### config.mk
export PLATFORM = sky130hd
export DESIGN_NAME = div_iter
export DESIGN_NICKNAME = d
export VERILOG_FILES = /design/src/rtl/div_iter.sv
export SDC_FILE = /design/constraint.sdc
export NUM_CORES = 1
export LEC_CHECK = 0
export CAP_MARGIN = 20
export CELL_PAD_IN_SITES_DETAIL_PLACEMENT = 1
export CELL_PAD_IN_SITES_GLOBAL_PLACEMENT = 2
export CORE_UTILIZATION = 37
export DETAILED_ROUTE_END_ITERATION = 8
export PLACE_DENSITY_LB_ADDON = 0.15
export SLEW_MARGIN = 20
export SYNTH_ARGS = -nofsm -noshare
export SYNTH_HDL_FRONTEND = slang
export SYNTH_SLANG_ARGS = --single-unit
### constraint.sdc
create_clock -name clk -period 16.1 [get_ports clk]
set_input_delay 1.61 -clock clk [delete_from_list [all_inputs] [get_ports clk]]
set_output_delay 1.61 -clock clk [all_outputs]
set_load 0.02 [all_outputs]
### src/rtl/div_iter.sv
// div_iter: iterative 32-bit integer divider for the E stage (DIV / DIVU).
//
// One restoring shift-subtract step per clock on a 64-bit partial remainder
// {remainder, dividend/quotient}. Operands are reduced to magnitudes at
// acceptance and the latched sign flags restore the signs when the last
// step completes.
//
// Ports
//   clk          clock, rising edge
//   rst          asynchronous, active-high reset
//   start_i      DIV/DIVU in E requests a result
//   signed_i     1 = DIV (two's complement), 0 = DIVU
//   a_i, b_i     dividend, divisor (32 bit)
//   flush_i      exception flush of E; aborts everything at the next edge
//   mem_stall_i  cache stall; holds a finished result in DONE
//   div_stall_o  E-stage stall request (combinational)
//   valid_o      quot_o / rem_o valid for the current E instruction
//   quot_o       quotient (LO)
//   rem_o        remainder (HI)
//
// Configuration
//   DIV_ZERO_FAST_EN  when defined, a zero divisor skips the iteration:
//                     IDLE goes straight to DONE with quot_o = 0xFFFFFFFF
//                     and rem_o = a_i. Undefined: zero divisor takes the
//                     normal 33-cycle path with unspecified result values.
//
// state | meaning
// IDLE  | waiting for start_i; operands latched on acceptance
// BUSY  | one shift-subtract step per cycle, 32 steps
// DONE  | result valid; held while mem_stall_i is high

module div_iter (
  input  logic        clk,
  input  logic        rst,
  input  logic        start_i,
  input  logic        signed_i,
  input  logic [31:0] a_i,
  input  logic [31:0] b_i,
  input  logic        flush_i,
  input  logic        mem_stall_i,
  output logic        div_stall_o,
  output logic        valid_o,
  output logic [31:0] quot_o,
  output logic [31:0] rem_o
);

  typedef enum logic [1:0] {
    IDLE = 2'd0,
    BUSY = 2'd1,
    DONE = 2'd2
  } stateT;

  stateT       state;
  logic [5:0]  iterCnt;
  logic [63:0] partRem;
  logic [31:0] divisor;
  logic        quotNeg;
  logic        remNeg;
  logic        validReg;
  logic [31:0] quotReg;
  logic [31:0] remReg;

  logic [31:0] aMag;
  logic [31:0] bMag;
  logic [32:0] trial;
  logic [31:0] diff;
  logic        fits;
  logic [63:0] partRemNext;
  logic [31:0] quotFinal;
  logic [31:0] remFinal;

  assign aMag = (signed_i & a_i[31]) ? (~a_i + 32'd1) : a_i;
  assign bMag = (signed_i & b_i[31]) ? (~b_i + 32'd1) : b_i;

  // The shifted remainder needs 33 bits (it can reach 2*divisor-1). When the
  // subtraction succeeds the result is below the divisor, so the low 32 bits
  // of the modular difference are exact.
  always_comb begin
    trial       = partRem[63:31];
    fits        = (trial >= {1'b0, divisor});
    diff        = trial[31:0] - divisor;
    partRemNext = fits ? {diff, partRem[30:0], 1'b1}
                       : {trial[31:0], partRem[30:0], 1'b0};
    // Negating 0x80000000 wraps back to itself, which gives the required
    // 0x80000000 / -1 result without a special case.
    quotFinal   = quotNeg ? (~partRemNext[31:0] + 32'd1) : partRemNext[31:0];
    remFinal    = remNeg  ? (~partRemNext[63:32] + 32'd1) : partRemNext[63:32];
  end

  always_ff @(posedge clk or posedge rst) begin
    if (rst) begin
      state    <= IDLE;
      iterCnt  <= 6'd0;
      partRem  <= 64'd0;
      divisor  <= 32'd0;
      quotNeg  <= 1'b0;
      remNeg   <= 1'b0;
      validReg <= 1'b0;
      quotReg  <= 32'd0;
      remReg   <= 32'd0;
    end else if (flush_i) begin
      state    <= IDLE;
      validReg <= 1'b0;
    end else begin
      case (state)
        IDLE: begin
          if (start_i) begin
            partRem <= {32'd0, aMag};
            divisor <= bMag;
            quotNeg <= (a_i[31] ^ b_i[31]) & signed_i;
            remNeg  <= a_i[31] & signed_i;
            iterCnt <= 6'd0;
`ifdef DIV_ZERO_FAST_EN
            if (b_i == 32'd0) begin
              state    <= DONE;
              validReg <= 1'b1;
              quotReg  <= 32'hFFFF_FFFF;
              remReg   <= a_i;
            end else begin
              state <= BUSY;
            end
`else
            state <= BUSY;
`endif
          end
        end
        BUSY: begin
          partRem <= partRemNext;
          iterCnt <= iterCnt + 6'd1;
          if (iterCnt == 6'd31) begin
            state    <= DONE;
            validReg <= 1'b1;
            quotReg  <= quotFinal;
            remReg   <= remFinal;
          end
        end
        DONE: begin
          if (!mem_stall_i) begin
            state    <= IDLE;
            validReg <= 1'b0;
          end
        end
        default: begin
          state    <= IDLE;
          validReg <= 1'b0;
        end
      endcase
    end
  end

  // Gated by rst so a start_i held across reset cannot raise a stall.
  assign div_stall_o = ~rst & ~flush_i &
                       (((state == IDLE) & start_i) | (state == BUSY));
  assign valid_o     = validReg;
  assign quot_o      = quotReg;
  assign rem_o       = remReg;

endmodule

## Word-level counts from Yosys, hierarchy flattened

Cells that the tools add are included.

| word-level totals | value |
|---|---|
| bits in registers | 171 |
| bits of input ports | 70 |
| output and inout bits | 66 |
| logic and storage cells | 63 |

| cells by class | value |
|---|---|
| add/subtract/negate cells | 6 |
| $lt $le $gt $ge | 1 |
| equal/unequal tests | 8 |
| multiplexer cells | 18 |
| bitwise operators | 14 |
| reduce and logical (&&, ||, !) cells | 7 |

Operators with widths:

| kind | count |
|---|---|
| adder 32 x 1 -> 32 bit (second input constant) | 4 |
| two-way mux 32 bit | 4 |
| two-way mux 64 bit | 2 |
| inverter 32 bit | 4 |
| case mux 64 bit (2 select lines) | 1 |
| >= comparator 33 x 32 -> 1 bit | 1 |
| subtractor 32 bit | 1 |
| AND reduction 3 bit | 5 |
| case mux 6 bit (2 select lines) | 1 |
| != test 3 bit (second input constant) | 3 |
| two-way mux 2 bit | 4 |
| adder 6 x 1 -> 6 bit (second input constant) | 1 |
| bitwise AND 1 bit | 6 |
| == test 6 x 5 -> 1 bit (second input constant) | 1 |
| two-way mux 6 bit | 1 |
| case mux 2 bit (3 select lines) | 1 |
| != test 2 bit (second input constant) | 2 |
| two-way mux 1 bit | 3 |
| case mux 1 bit (3 select lines) | 1 |
| == test 2 x 1 -> 1 bit (second input constant) | 1 |
| == test 2 bit (second input constant) | 1 |
| logical NOT 2 bit | 1 |
| inverter 1 bit | 2 |
| nonzero test 2 bit | 1 |
| other kinds (2) | 2 |

## Logic depth before layout (Yosys ltp)

Gate-level depths: netlist of run 1.

| logic depth | value |
|---|---|
| depth after elaboration | 5 |
| gate-level depth with buffers | 27 |
| mapped depth without buffers | 22 |

## Worst setup path after synthesis of run 1

OpenSTA, ideal clock, no wires.

| timing | value |
|---|---|
| kind | flip-flop to flip-flop |
| from | register partRem[60] |
| to | register remReg[30] (netlist: rem_o[30]) |
| library setup time | 129 ps |
| arrival time | 4759 ps |
| required time | 15971 ps |
| path slack | 11212 ps |
| cell stages (with the launch flop) | 26 |
| buffers on the path | 5 |
| period minus slack after synthesis | 4888 ps |
| cell sequence | dfrtp_1 > ha_1 > buf_4 > and3_1 > a211oi_1 > a22oi_1 > a211oi_2 > and3_1 > buf_6 > nor2_8 > buf_6 > buf_6 > clkbuf_1 > o21ai_0 > ha_1 > inv_1 > nor4_1 > nand2_1 > or3_1 > inv_1 > o21ai_0 > o41a_1 > nand3b_4 > o41ai_2 > xnor2_1 > o21ai_1 |

| between the ends | value |
|---|---|
| longest elaborated chain between the ends | 5 |
| elaborated cells on any way between the ends | 6 |
| classes of those cells | add/sub (2); order compare (1); mux (2); bitwise (1) |

RTL lines:

| item | line | text |
|---|---|---|
| from (decl) | 55 | `logic [63:0] partRem;` |
| from (signal assigned) | 108 | `partRem <= {32'd0, aMag};` |
| from (signal assigned) | 128 | `partRem <= partRemNext;` |
| subtractor 32 bit / >= comparator 33 x 32 -> 1 bit (equally long branches) | 81, 80 |  |
| two-way mux 64 bit (*) | 82 | `partRemNext = fits ? {diff, partRem[30:0], 1'b1}` |
| inverter 32 bit | 87 | `remFinal = remNeg ? (~partRemNext[63:32] + 32'd1) : partRemNext[63:32];` |
| adder 32 x 1 -> 32 bit | 87 |  |
| two-way mux 32 bit (*) | 87 |  |
| to (signal assigned) | 134 | `remReg <= remFinal;` |
| to (decl) | 61 | `logic [31:0] remReg;` |

Mark *: on every way between the ends. The rest lies on a longest branch, timed or not.
A chain may end at the register's enable or synchronous reset.

## Worst setup path after layout of run 1

| timing | value |
|---|---|
| from | register divisor[29] |
| to | register remReg[30] (netlist: rem_o[30]) |

| between the ends | value |
|---|---|
| longest elaborated chain between the ends | 5 |
| elaborated cells on any way between the ends | 6 |
| classes of those cells | add/sub (2); order compare (1); mux (2); bitwise (1) |

RTL lines:

| item | line | text |
|---|---|---|
| from (decl) | 56 | `logic [31:0] divisor;` |
| from (signal assigned) | 109 | `divisor <= bMag;` |
| subtractor 32 bit / >= comparator 33 x 32 -> 1 bit (equally long branches) | 81, 80 |  |
| two-way mux 64 bit (*) | 82 |  |
| inverter 32 bit | 87 |  |
| adder 32 x 1 -> 32 bit | 87 |  |
| two-way mux 32 bit (*) | 87 |  |

Marks and branches as above.

==> reports/metrics.yaml, run 1 <==
layout:
  multi_input_area_mm2: 0.00726
  utilization: 0.449
  fin_nets: 1703
  syn2layout_area_growth_pct: 18.5
  final_area_mm2: 0.0143
  regArea_mm2: 0.00428
  n_antenna_cell: 0
  drive_above_1_share: 0.0491
  layout_commonest_cell: "nand2_1"
  mostFrequentLayoutCells: "nand2_1, o21ai_0, dfrtp_1, clkdlybuf4s50_1, a21oi_1"
  n_fill_cell: 3904
clock_tree:
  hold_buffers: 0
  cts_tree: "built"
  post_cts_buffers: 0
  clockBufferDepth: 2
  root_buffer: "clkbuf_16"
  numCtsBuffers: 17
  cts-resized-gates: 0
  path_clk_slew_ps: 70
  cts.sinks: 171
  htree_levels: 4
  insertion_delay_ps: 440
yosys:
  synth_edf_count: 0
  synthAdderAreaFrac: 0.0399
  ys.flop_type: "dfrtp_1"
  synth_top_family_by_area: "compound AO/OA/AOI/OAI gates"
  synthSimpleGateAreaFrac: 0.205
  synth_xor_xnor_area_share: 0.0985
  syn_nets: 1621
  ys_ff_latch: 171
  yosysSeqAreaShare: 0.354
  async_flop_share: 1.00
  synth_mux_area_frac: 0.0184
  yosys.cell_types.count: 80
  postSynthAreaPerCell_um2: 7.99
  netlist_instances: 1513
  syn_area_mm2: 0.0121
  synth_compound_area_frac: 0.236
  ys_warn_count: 0
floorplanning:
  core_area_mm2: 0.0319
  die_h_um: 183
  io_pins: 136
  fp-row-count: 65
  start_util: 0.379
  die-area_mm2: 0.0334
  die_w_um: 183
pwr:
  cellLeakagePower_nw: 5.85
  peakVddDrop_mv: 0.0828
  power_mw: 1.38
  power_density_mw_per_mm2: 96.3
global_route:
  track_usage: 0.247
  grt_max_degree: 104
  grt_pass1_wl_um: 64600
  grt_pass1_vias: 11400
  antenna_found_initial: 0
  gr-total-overflow: 0
setup_path:
  cp-endpoint: "rem_o[30]"
  cp_common_cell: "inv_1"
  path_max_fanout: 40
  worst_ep_arrival_time_ps: 6190
  worst-path-stages: 21
  cp.buffers_inverters: 3
  path_class: "flip-flop to flip-flop"
  crit_family: "simple AND/OR/NAND/NOR gates"
  slowest_delay_ps: 640
  crit_path_end_kind: "flip-flop"
  crit_start: "divisor[29]"
  rrSetupSlack_ps: 10200
  rr_endpoint: "rem_o[30]"
  slowest_stage: "nor2_8"
  required_ps: 16390
  ff2ff_path_depth: 21
  cp_cell_sequence: "inv_1, ha_1, and2_1, a211oi_1, a22oi_1, a211oi_2, and3_1, nor2_8, mux2i_1, ha_1, inv_1, nor4_1, nand2_1, or3_1, inv_1, o21ai_0, o41a_1, nand3b_4, o41ai_2, xnor2_1, o21ai_1"
  r2r_start: "divisor[29]"
  worstSetupStartpointType: "flip-flop"
sta:
  finalCriticalPeriod_ps: 5900
  fin_skew_ps: 11.9
  fmax_mhz: 169
  hold_violations: 0
  setup_viol: 0
  min_period_over_period: 0.366
  maxSlewHeadroom: 0.245
  whs_ps: 475
  grt_setup_unrepaired: "false"
  maxSlewViolCount: 0
  tns_ps: 0
  tightest_slew_ps: 1130
routing:
  first_pass_iters: 5
  detail_route.iter0.violations: 724
  ant_nets: 0
  via_count: 11400
  viasPerCell: 5.59
  drc_errors: 0
  routed_wl_um: 40300
  post_drt_wl_per_cell_um: 19.7
run:
  maxCapViolations: 0
worst_hold_path:
  hp-class: "flip-flop to flip-flop"
outcome:
  status: "finished, final reports clean"
placed_design:
  placed_area_mm2: 0.0137
  routabilityCongestion: 0.889
  dpl.hpwl_um: 30700
  placement.io_buffers: 135
-- final cells by class --
type | count | area share
inverter | 60 | 0.0161
clock buffer | 21 | 0.0328
clock inverter | 11 | 0.00934
multi-input combinational | 1202 | 0.507
timing repair buffer | 143 | 0.0985
tap | 435 | 0.0380
sequential | 171 | 0.299
-- kinds of logic (layout without fill, tap and decap cells) --
family	after synthesis	count (layout)
mux	22	22
flops	171	171
simple gates	529	529
xor+xnor	136	136
buf+inv	140	235
compound gates	477	477
fa+ha+maj	38	38
-- Yosys cell counts (7+ instances only) --
cell	number	share of area
a21o_1	7	0.0043
a21oi_1	132	0.055
and3_1	8	0.0041
buf_2	11	0.0046
clkbuf_1	58	0.018
dfrtp_1	171	0.35
ha_1	37	0.038
inv_1	59	0.018
mux2i_1	20	0.017
nand2_1	212	0.066
nand2b_1	10	0.0052
nand3_1	17	0.0070
nand4_1	16	0.0083
nor2_1	133	0.041
nor3_1	39	0.016
nor4_1	26	0.013
o21ai_0	204	0.084
o21ai_1	10	0.0041
o31ai_1	31	0.019
o41ai_1	14	0.010
or3_1	19	0.0098
or4_1	13	0.0081
xnor2_1	55	0.040
xor2_1	81	0.059
-- worst register-to-register path, stage by stage (launching register included) --
cell and delay (ps):
dfrtp_1 340, inv_1 110, ha_1 450, and2_1 210, a211oi_1 80, a22oi_1 620, a211oi_2 150, and3_1 350
nor2_8 640, mux2i_1 400, ha_1 240, inv_1 80, nor4_1 380, nand2_1 180, or3_1 340, inv_1 80
o21ai_0 80, o41a_1 150, nand3b_4 220, o41ai_2 420, xnor2_1 160, o21ai_1 70
-- sequential cells by signal, indices dropped and copies added, names as in the netlist --
name     count
quot_o      32
remNeg       1
valid_o      1
state        2
quotNeg      1
divisor     32
partRem     64
iterCnt      6
rem_o       32
-- how the worst min path moves through the flow --
stage	depth (start not counted)	startpoint	end
floorplan	2	partRem[62]	partRem[62]
global placement	2	quot_o[11]	quot_o[11]
detailed placement	2	rem_o[21]	rem_o[21]
CTS	2	rem_o[21]	rem_o[21]
global route	2	rem_o[3]	rem_o[3]
finish	2	rem_o[21]	rem_o[21]
-- report_power, final --
group | switching [mW] | leakage [nW] | internal [mW]
Sequential | 0.0571 | 2.24 | 0.474
Combinational | 0.264 | 3.32 | 0.155
Clock | 0.187 | 0.288 | 0.243
-- metrics by stage --
| stage | worst slack (ps) | std cells |
|---|---|---|
| final | 10200 | 2043 |
| after global routing | 9790 | 2043 |
| after CTS | 10340 | 2043 |
| after detailed placement | 10390 | 2011 |
| after global placement | 10420 | 2011 |
| after floorplan | 9860 | 1513 |
-- routing by layer --
metal	GRT usage	up-vias	routed length, um
met1	0.352	5621	20000
met5	0	-	0
met3	0.0381	36	1370
met2	0.396	226	18400
li1	-	5541	-
met4	0.0523	0	510
(Power assumes the default switching activity.)
==> run 2: changes to the inputs <==
--- a/config.mk
+++ b/config.mk
@@ -8,7 +8,7 @@
 export CAP_MARGIN = 20
 export CELL_PAD_IN_SITES_DETAIL_PLACEMENT = 1
 export CELL_PAD_IN_SITES_GLOBAL_PLACEMENT = 2
-export CORE_UTILIZATION = 37
+export CORE_UTILIZATION = 34
 export DETAILED_ROUTE_END_ITERATION = 8
 export PLACE_DENSITY_LB_ADDON = 0.15
 export SLEW_MARGIN = 20
==> constraint.sdc (replaced) <==
create_clock -name clk -period 5.9 [get_ports clk]
set_input_delay 0.59 -clock clk [delete_from_list [all_inputs] [get_ports clk]]
set_output_delay 0.59 -clock clk [all_outputs]
set_load 0.02 [all_outputs]
==> reports/metrics.yaml, run 2 (same netlist as run 1, synthesis figures left out) <==
outcome:
  status: "finished, final reports clean"
floorplanning:
  start_util: 0.348
  die-area_mm2: 0.0363
  fp-row-count: 68
  io_pins: 136
  die_w_um: 191
  die_h_um: 191
  core_area_mm2: 0.0348
setup_path:
  required_ps: 6210
  path_class: "flip-flop to flip-flop"
  slowest_delay_ps: 450
  slowest_stage: "and3_1"
  crit_path_end_kind: "flip-flop"
  worst_ep_arrival_time_ps: 5730
  path_max_fanout: 9
  cp_cell_sequence: "ha_1, and3_1, a211oi_1, a22oi_1, a211oi_2, and3_1, nor2_8, o21ai_0, ha_1, inv_1, nor4_1, nand2_1, or3_1, inv_1, o21ai_0, o41a_1, nand3b_4, o41ai_2, xnor2_1, o21ai_1"
  worstSetupStartpointType: "flip-flop"
sta:
  setup_viol: 0
  hold_violations: 0
  tightest_slew_ps: 1040
  fin_skew_ps: 12.3
  fmax_mhz: 185
  grt_setup_unrepaired: "false"
  min_period_over_period: 0.918
  whs_ps: 475
  finalCriticalPeriod_ps: 5420
  maxSlewHeadroom: 0.306
  tns_ps: 0
  maxSlewViolCount: 0
global_route:
  gr-total-overflow: 0
  grt.met2_usage: 0.362
  antenna_found_initial: 1
  grt_use_met3: 0.0374
  track_usage: 0.235
  grt_pass1_wl_um: 65800
  grtUsageMet1: 0.342
  top_usage_layer: "met2"
  grt_max_degree: 112
  grt_pass1_vias: 11400
layout:
  layout_commonest_cell: "nand2_1"
  n_fill_cell: 4210
  syn2layout_area_growth_pct: 19.1
  mostFrequentLayoutCells: "nand2_1, o21ai_0, dfrtp_1, clkdlybuf4s50_1"
  top_register: "partRem"
  fin_nets: 1708
  n_antenna_cell: 0
  largest_reg_flops: 64
  drive_above_1_share: 0.0515
pwr:
  power_density_mw_per_mm2: 263
  p_seq_frac: 0.382
  p_sw_mw: 1.41
  switching_share: 0.371
  cellLeakagePower_nw: 5.87
  clockPowerShare: 0.314
  peakVddDrop_mv: 0.222
  p_comb_frac: 0.304
  internal_power_mw: 2.38
routing:
  detail_route.iter0.violations: 639
  post_drt_wl_per_cell_um: 20.1
  via_count: 11300
  drc_errors: 0
  viasPerCell: 5.45
  routed_wl_um: 41500
  first_pass_iters: 5
  ant_nets: 0
clock_tree:
  htree_levels: 4
  clockBufferDepth: 2
  cts-resized-gates: 0
  insertion_delay_ps: 460
  numCtsBuffers: 17
  cts.sinks: 171
  post_cts_buffers: 0
  hold_buffers: 0
  path_clk_slew_ps: 70
  cts_tree: "built"
  root_buffer: "clkbuf_16"
worst_hold_path:
  hp-class: "flip-flop to flip-flop"
placed_design:
  placement.io_buffers: 135
  routabilityCongestion: 0.850
  dpl.hpwl_um: 31900
run:
  maxCapViolations: 0
## run 2: cell types whose count changed in the layout (fill, tap and decap cells not counted), sizes merged
| cell | delta |
|---|---|
| clkinvlp | +1 |
| clkinv | -1 |
| buf | +5 |
## run 2: worst max-delay path: cells and delay by family, from the launching register on
kind / cells / cell delay (ps)
AO/OA/AOI/OAI: 8 / 2000
AND/OR/NAND/NOR: 7 / 1800
adder cells (fa/ha/maj): 2 / 680
flip-flops: 1 / 420
buffers and inverters: 2 / 180
XOR/XNOR: 1 / 160
## run 2: worst paths after layout
path,end,start,cells past startpoint,slack (ps)
max,rem_o[30],partRem[60],20,480
min,quot_o[24],quot_o[24],2,480
max reg2reg,rem_o[30],partRem[60],20,480
min reg2reg,quot_o[24],quot_o[24],2,480
max in group asynchronous,partRem[57],rst,3,4230
min in group asynchronous,quot_o[19],rst,2,600
## run 2: power by group through the flow
| stage | registers, mW | logic (mW) | clock network [mW] |
|---|---|---|---|
| 5_1_grt | 1.47 | 1.29 | 1.26 |
| 2_1_floorplan | 1.41 | 0.814 | 0 |
| 6_report | 1.45 | 1.15 | 1.19 |
| 3_5_place_dp | 1.47 | 1.15 | 0 |
| 4_1_cts | 1.45 | 1.16 | 1.22 |
| 3_3_place_gp | 1.46 | 1.14 | 0 |
## run 2: layer usage
metal,vias to the layer above,share of wire
met4,0,0.015
met2,144,0.45
met1,5562,0.51
met5,-,0
li1,5536,-
met3,30,0.029
## run 2: cell type report
cell class | count | area [um2] | share of cell area
multi-input combinational | 1202 | 7260 | 0.504
sequential | 171 | 4280 | 0.297
timing repair buffer | 148 | 1460 | 0.101
tap | 455 | 569 | 0.0395
clock buffer | 21 | 470 | 0.0327
inverter | 60 | 230 | 0.0160
clock inverter | 11 | 134 | 0.00930
## run 2: through the flow
stage / std cells / util / worst slack, ps / total power, mW / area (um2)
2_1_floorplan: 1513 / - / 678 / 2.22 / 12100
3_3_place_gp: 2036 / 0.397 / 731 / 2.60 / 13800
3_5_place_dp: 2036 / 0.397 / 555 / 2.61 / 13800
4_1_cts: 2068 / 0.414 / 514 / 3.83 / 14400
5_1_grt: 2068 / 0.414 / 111 / 4.02 / 14400
6_report: 2068 / 0.414 / 484 / 3.79 / 14400
